File: config.mk
export PLATFORM = sky130hd
export DESIGN_NAME = axi_timer_periph
export DESIGN_NICKNAME = d
export VERILOG_FILES = /design/src/rtl/axi_timer_periph.sv
export SDC_FILE = /design/constraint.sdc
export NUM_CORES = 1
export LEC_CHECK = 0
export ABC_AREA = 0
export CAP_MARGIN = 10
export CORE_ASPECT_RATIO = 1.2
export CORE_MARGIN = 1
export CORE_UTILIZATION = 32
export DETAILED_ROUTE_END_ITERATION = 8
export DONT_BUFFER_PORTS = 1
export PLACE_DENSITY = 0.56
export REMOVE_ABC_BUFFERS = 1
export SLEW_MARGIN = 20
export SYNTH_ARGS = -nofsm -noshare
export SYNTH_HDL_FRONTEND = slang
export SYNTH_SLANG_ARGS = --single-unit
export TNS_END_PERCENT = 50
File: constraint.sdc
create_clock -name clk -period 2.47 [get_ports clk]
set_input_delay 0.494 -clock clk [delete_from_list [all_inputs] [get_ports clk]]
set_output_delay 0.494 -clock clk [all_outputs]
set_load 0.005 [all_outputs]
File: src/rtl/axi_timer_periph.sv
// Memory-mapped timer peripheral sitting behind an AXI4-Lite slave shim.
// Registers: CTRL (0x00), COUNT (0x04), COMPARE (0x08), STATUS (0x0C).
// An 8-bit prescaler generates ticks that advance COUNT; a COUNT==COMPARE
// hit on a tick latches MATCH, which drives the level interrupt when enabled.
module axi_timer_periph #(
  parameter int ADDR_WIDTH = 32,
  parameter int DATA_WIDTH = 32
) (
  input  logic                  clk,
  input  logic                  rst,
  input  logic                  mem_write,
  input  logic [3:0]            byte_en,
  input  logic [ADDR_WIDTH-1:0] write_addr,
  input  logic [DATA_WIDTH-1:0] write_data,
  input  logic [ADDR_WIDTH-1:0] read_addr,
  output logic [DATA_WIDTH-1:0] read_data,
  output logic                  data_valid,
  output logic                  irq
);

  localparam logic [5:0] OffCtrl    = 6'h00;
  localparam logic [5:0] OffCount   = 6'h01;
  localparam logic [5:0] OffCompare = 6'h02;
  localparam logic [5:0] OffStatus  = 6'h03;

  // Only EN, AUTO_RELOAD, IRQ_EN and PRESCALE are implemented in CTRL.
  localparam logic [DATA_WIDTH-1:0] CtrlMask = DATA_WIDTH'(32'h0000_FF07);

  logic [DATA_WIDTH-1:0] ctrl_q, ctrl_d;
  logic [DATA_WIDTH-1:0] count_q, count_d;
  logic [DATA_WIDTH-1:0] compare_q, compare_d;
  logic                  match_q, match_d;
  logic [7:0]            pcnt_q, pcnt_d;
  logic [DATA_WIDTH-1:0] readData_q, readData_d;
  logic                  dataValid_q, dataValid_d;
  logic [ADDR_WIDTH-1:0] readAddr_q;

  logic [5:0]            wrOff;
  logic [5:0]            rdOff;
  logic                  tick;
  logic                  isMatch;
  logic [DATA_WIDTH-1:0] countTick;
  logic                  wrCtrl, wrCount, wrCompare, wrStatus;
  logic                  unusedAddrBits;

  // Word offset within the 256-byte window; upper and byte-lane bits ignored.
  assign wrOff = write_addr[7:2];
  assign rdOff = read_addr[7:2];

  assign unusedAddrBits = ^{write_addr[ADDR_WIDTH-1:8], write_addr[1:0]};

  assign wrCtrl    = mem_write && (wrOff == OffCtrl);
  assign wrCount   = mem_write && (wrOff == OffCount);
  assign wrCompare = mem_write && (wrOff == OffCompare);
  assign wrStatus  = mem_write && (wrOff == OffStatus);

  // Replace only the byte lanes whose enable is set.
  function automatic logic [DATA_WIDTH-1:0] mergeBytes(
    input logic [DATA_WIDTH-1:0] oldVal,
    input logic [DATA_WIDTH-1:0] newVal,
    input logic [3:0]            be
  );
    logic [DATA_WIDTH-1:0] res;
    res = oldVal;
    for (int i = 0; i < 4; i++) begin
      if (be[i]) res[8*i +: 8] = newVal[8*i +: 8];
    end
    return res;
  endfunction

  // Next-state logic: prescaler, counter, match flag, register writes, read mux.
  always_comb begin
    tick    = ctrl_q[0] && (pcnt_q == ctrl_q[15:8]);
    isMatch = (count_q == compare_q);

    pcnt_d = 8'd0;
    if (ctrl_q[0] && !tick) pcnt_d = pcnt_q + 8'd1;

    countTick = count_q;
    if (tick) begin
      if (isMatch && ctrl_q[1]) countTick = '0;
      else                      countTick = count_q + DATA_WIDTH'(1);
    end

    // A software write to COUNT overrides the ticked value on its written lanes.
    count_d = countTick;
    if (wrCount) count_d = mergeBytes(countTick, write_data, byte_en);

    ctrl_d = ctrl_q;
    if (wrCtrl) ctrl_d = mergeBytes(ctrl_q, write_data, byte_en) & CtrlMask;

    compare_d = compare_q;
    if (wrCompare) compare_d = mergeBytes(compare_q, write_data, byte_en);

    // A same-cycle hardware match beats the software clear.
    match_d = match_q;
    if (wrStatus && byte_en[0] && write_data[0]) match_d = 1'b0;
    if (tick && isMatch) match_d = 1'b1;

    readData_d = '0;
    case (rdOff)
      OffCtrl:    readData_d = ctrl_q;
      OffCount:   readData_d = count_q;
      OffCompare: readData_d = compare_q;
      OffStatus:  readData_d = {{(DATA_WIDTH-1){1'b0}}, match_q};
      default:    readData_d = '0;
    endcase

    dataValid_d = (read_addr == readAddr_q);
  end

  // State registers with synchronous reset; writes during reset are dropped.
  always_ff @(posedge clk) begin
    if (rst) begin
      ctrl_q      <= '0;
      count_q     <= '0;
      compare_q   <= '0;
      match_q     <= 1'b0;
      pcnt_q      <= 8'd0;
      readData_q  <= '0;
      dataValid_q <= 1'b0;
      readAddr_q  <= '0;
    end else begin
      ctrl_q      <= ctrl_d;
      count_q     <= count_d;
      compare_q   <= compare_d;
      match_q     <= match_d;
      pcnt_q      <= pcnt_d;
      readData_q  <= readData_d;
      dataValid_q <= dataValid_d;
      readAddr_q  <= read_addr;
    end
  end

  assign read_data  = readData_q;
  assign data_valid = dataValid_q;
  assign irq        = match_q & ctrl_q[2];

endmodule
==> run metrics, run 1 <==
Diodes inserted 0; ys async rst share 0%; die area 21410 µm²; Fmax 480.2 MHz; register area 2983 µm²; Initial Util 32.79%; Vias/cell 5.077; RePlAce Congestion 0.8108; Final Hold Viols 0; Final Cycle Share 84.30%; Critical Path End Type flip-flop; fillers 2097; clock sink count 149; Die X 133.7 µm; Layout Skew 0.01199 ns; Synth Area per Inst 8.851 µm²; Core ar. 20330 µm²; Worst Tran Pin Value 1.007 ns; unrepaired setup endpoints after global routing no; chip height 160.1 µm; count of flip-flops with a built-in enable after synthesis 0; hold slack 0.1641 ns; routed via count 5214; Setup Buffers After CTS 0; Area growth syn-to-layout 13.07%; Pre-antenna DRT Iters 5; Leak 2.482 nW; register area share after synthesis 44.75%; H-tree levels 4; Final ANT Viol Nets 0; CP startpoint kind flip-flop; max-slew violations 0; Worst slew margin 32.71%; Yosys Warn Count 0; post-synthesis cell type count 44; # rows 57; Pwr Density 653.5 nW/µm²; Max-cap violations 0; Crit path required time 2.76 ns; DRC Markers 0; post-synthesis instance total 753; post-synthesis register bit count 149; Clk Latency, worst-skew pair 0.42 ns; antenna violations before repair 0; Num CTS Buffers 17; number of port buffers 0; gr ovfl total 0; WL final 17890 µm; clock root cell clkbuf_16; Clock Path Buffers 2; WP data arrival 2.37 ns; Clock transition at path regs 0.06 ns; largest net degree at the start of global routing 100; CTS Hold Buffers Added 0; I/O pin cnt 137; drt first-iter violations 339; status complete, no violations; footprint of the multi-input gates 3471 µm²; layout cells sized above 1 8.924%; critical path type reg2reg; dpl hpwl 12860 µm; post-CTS resize count 0; vias in the first global route 5229; first-pass GRT wire length 28640 µm; post-layout min period 2.082 ns; Hold WC Path Type in2reg; TritonCTS clock tree built; crit path max fanout 7; mapped cell area 6665 µm²; Avg WL per Cell 17.42 µm; Total Power 0.004925 W; Max VDD drop 0.0004488 V; endpoints failing setup 0; Main synth FF type dfxtp_1; Nets 854; GRT Util Overall 17.34%
-- Yosys cell counts (9+ instances only) --
| library cell | instances | share of area [%] |
|---|---|---|
| a21oi_1 | 54 | 4.1 |
| a22oi_1 | 21 | 2.4 |
| and3_1 | 10 | 0.94 |
| buf_2 | 9 | 0.68 |
| clkbuf_1 | 32 | 1.8 |
| dfxtp_1 | 149 | 45 |
| inv_1 | 9 | 0.51 |
| mux2i_1 | 11 | 1.7 |
| nand2_1 | 79 | 4.4 |
| nand2b_1 | 9 | 0.84 |
| nand3_1 | 66 | 5.0 |
| nand4_1 | 23 | 2.2 |
| nor2_1 | 55 | 3.1 |
| nor2b_1 | 35 | 3.3 |
| o21ai_0 | 12 | 0.90 |
| o32ai_1 | 11 | 1.4 |
| xnor2_1 | 55 | 7.2 |
| xor2_1 | 50 | 6.6 |
-- through the flow --
step	setup slack, ns	instances	util (%)	area [µm²]	setup TNS, ns
2_1_floorplan	-0.2390	708	-	6476	-12.55
3_3_place_gp	0.2649	995	34.42	6997	0
3_5_place_dp	0.2758	995	34.42	6997	0
4_1_cts	0.3730	1027	37.08	7536	0
5_1_grt	0.2566	1027	37.08	7536	0
6_report	0.3877	1027	37.08	7536	0
-- cells in the final DEF (no fill, tap or decap), drive strengths merged, types with 10 or more instances in the layout --
cell    instances
dfxtp         149
nand2          79
nand3          66
xnor2          59
nor2           56
a21oi          54
xor2           50
nor2b          35
nand4          24
buf            22
a22oi          21
clkbuf         20
o21ai          17
o32ai          12
mux2i          11
and3           10
-- layer usage --
layer	vias up	global-route usage [%]	wire length, µm
li1	2579	-	-
met4	0	7.438	475
met2	148	28.80	8691
met3	29	4.667	1170
met5	-	0	0
met1	2458	20.86	7556
-- registers in the layout, summed over array words and instances, names as in the netlist --
name and count:
compare_q 32, count_q 32, readAddr_q 32, read_data 32, ctrl_q 11, pcnt_q 8
data_valid 1, match_q 1
-- cell families after synthesis --
group	synth area share, %
and+or+nand+nor	24.48
DFF	44.75
AOI/OAI and AO/OA	10.29
xor gates and xnor gates	14.77
muxes	1.990
buffers and inverters	3.341
adders and majority gates	0.3754
-- worst max-delay path, stage by stage (launching register included) --
cell and delay [ns]:
dfxtp_1 0.37, xnor2_1 0.30, nand4_1 0.17, nor4_1 0.34, and4_1 0.33, or3_1 0.30
o32ai_1 0.14
-- where the power goes --
group          switching (W)  total [W]  internal [W]
combinational      0.0000529   0.000122     0.0000690
clock                0.00102    0.00235       0.00133
sequential         0.0000149    0.00245       0.00243
-- final cells by class --
class	instances	share of cell area (%)
multi-input combinational	550	46.06
sequential	149	39.58
clock buffer	20	6.060
tap	265	4.400
timing repair buffer	22	2.358
clock inverter	12	1.096
inverter	9	0.4483
-- path summary, 6_finish.rpt --
kind / from / end / slack [ns] / cells after the start
max: count_q[3] / count_q[29] / 0.39 / 6
min: rst / ctrl_q[0] / 0.16 / 1
max reg2reg: count_q[3] / count_q[29] / 0.39 / 6
min reg2reg: ctrl_q[2] / ctrl_q[2] / 0.47 / 2
Power figures use the tool's default switching activity.
==> inputs of run 2 (changes only) <==
==> constraint.sdc (replaced) <==
create_clock -name clk -period 2.1 [get_ports clk]
set_input_delay 0.42 -clock clk [delete_from_list [all_inputs] [get_ports clk]]
set_output_delay 0.42 -clock clk [all_outputs]
set_load 0.005 [all_outputs]
==> run metrics, run 2 (synthesis gave the netlist of run 1 again) <==
status complete, no violations; Hold WC Path Type in2reg; met2 GRT Util 30.57% (+1.8 points); Final ANT Viol Nets 0 (unchanged); DRC Markers 0 (unchanged); Avg WL per Cell 17.43 µm (about the same); Core ar. 20330 µm² (unchanged); Total Power 0.006004 W (+22%); crit path max fanout 8 (+1); # rows 57 (unchanged); met1 Usage GRT 21.16% (+0.30 points); Die X 133.7 µm (unchanged); Worst Tran Pin Value 0.3643 ns (-0.6430 ns); Setup Buffers After CTS 0 (unchanged); Num CTS Buffers 17 (unchanged); most frequent cells in the layout 149 x dfxtp_1, 79 x nand2_1, 66 x nand3_1, 55 x xnor2_1, 55 x nor2_1; Area growth syn-to-layout 18.72%; Max VDD drop 0.0005477 V (+22%); endpoints failing setup 0 (unchanged); GRT Util Overall 18.01% (+0.67 points); Final Hold Viols 0 (unchanged); gr ovfl total 0 (unchanged); chip height 160.1 µm (unchanged); WL final 18520 µm (+3.5%); Critical Path End Type flip-flop; dpl hpwl 13210 µm (+2.7%); Leak 2.699 nW (+8.7%); GR peak layer met2; Pwr Density 758.8 nW/µm² (+16%); Clk Latency, worst-skew pair 0.43 ns (about the same); largest net degree at the start of global routing 100 (unchanged); Diodes inserted 0 (unchanged); RePlAce Congestion 0.8174 (+0.81%); Final Cycle Share 94.05% (+9.7 points); setup TNS 0 ns (unchanged); unrepaired setup endpoints after global routing no; Crit path required time 2.41 ns (-0.35 ns); die area 21410 µm² (unchanged); max-slew violations 0 (unchanged); Clock Path Buffers 2 (unchanged); WP data arrival 2.28 ns (-0.09 ns); Worst slew margin 75.66% (+43 points); final core utilization 38.93% (+1.9 points); post-CTS resize count 0 (unchanged); Clock transition at path regs 0.07 ns (about the same); Nets 890 (+4.2%); I/O pin cnt 137 (unchanged); number of port buffers 0 (unchanged); first-pass GRT wire length 29480 µm (+2.9%); drt first-iter violations 370 (+9.1%); post-layout min period 1.975 ns (-0.1072 ns); CP startpoint kind flip-flop; layout cells sized above 1 13.78% (+4.9 points); antenna violations before repair 0 (unchanged); clock root cell clkbuf_16; Pre-antenna DRT Iters 7 (+2); CTS Hold Buffers Added 0 (unchanged); vias in the first global route 5362 (+2.5%); most common cell after layout, fill and taps aside dfxtp_1; fillers 2097 (unchanged); register area 2983 µm² (unchanged); Initial Util 32.79% (unchanged); Layout Skew 0.01425 ns (+0.002256 ns); Vias/cell 5.047 (-0.59%); routed via count 5365 (+2.9%); grt met3 use 5.048% (+0.38 points); critical path type reg2reg; clock sink count 149 (unchanged); footprint of the multi-input gates 3498 µm² (+0.79%); H-tree levels 4 (unchanged); Fmax 506.3 MHz (+5.4%); TritonCTS clock tree built; Max-cap violations 0 (unchanged)
## run 2: cell types whose count changed in the layout (fill, tap and decap cells not counted), moves of 2 or more
cell,delta
buf_4,+32
nor4_2,+2
clkinv_4,-3
a211o_1,-2
inv_6,+6
clkbuf_8,-2
buf_12,+4
clkinv_2,-3
nor4_1,-2
## run 2: worst paths after layout
path	slack, ns	cells after the start	startpoint	end
min reg2reg	0.48	2	ctrl_q[2]	ctrl_q[2]
min	0.08	1	rst	ctrl_q[2]
max	0.12	7	compare_q[10]	count_q[3]
max reg2reg	0.12	7	compare_q[10]	count_q[3]
## run 2: where the power goes
part           switching [W]  internal, W
Sequential         0.0000162      0.00286
Combinational      0.0000654    0.0000898
Clock                0.00132      0.00166
Total                0.00140      0.00461
## run 2: cell type report
| cell class | count | area share, % |
|---|---|---|
| Clock buffer | 17 | 5.376 |
| Clock inverter | 15 | 1.803 |
| Inverter | 9 | 0.4269 |
| Multi-Input combinational cell | 550 | 44.21 |
| Sequential cell | 149 | 37.70 |
| Tap cell | 265 | 4.190 |
| Timing Repair Buffer | 58 | 6.293 |
## run 2: metal layers
metal  vias up  wire [µm]
met5         -          0
met4         0        382
met3        25       1203
met2       145       9213
met1      2543       7725
li1       2652          -
## run 2: per-stage QoR
stage / instances / setup WS (ns) / cell area, µm² / hold WS (ns)
after CTS: 1063 / 0.0001843 / 7885 / 0.05487
after global routing: 1063 / 0.007965 / 7913 / 0.06505
after floorplan: 708 / -0.5350 / 6476 / 0.4380
final: 1063 / 0.1249 / 7913 / 0.08475
after global placement: 1031 / 0.05265 / 7317 / 0.4676
after detailed placement: 1031 / 0.04219 / 7317 / 0.4691
## run 2: worst max-delay path, stage by stage, from the launching register on
cell and delay (ns):
dfxtp_1 0.34, xnor2_1 0.27, nand4_1 0.16, nor4_2 0.27, buf_4 0.18, and4_1 0.29, a211o_2 0.22, o21ai_0 0.11
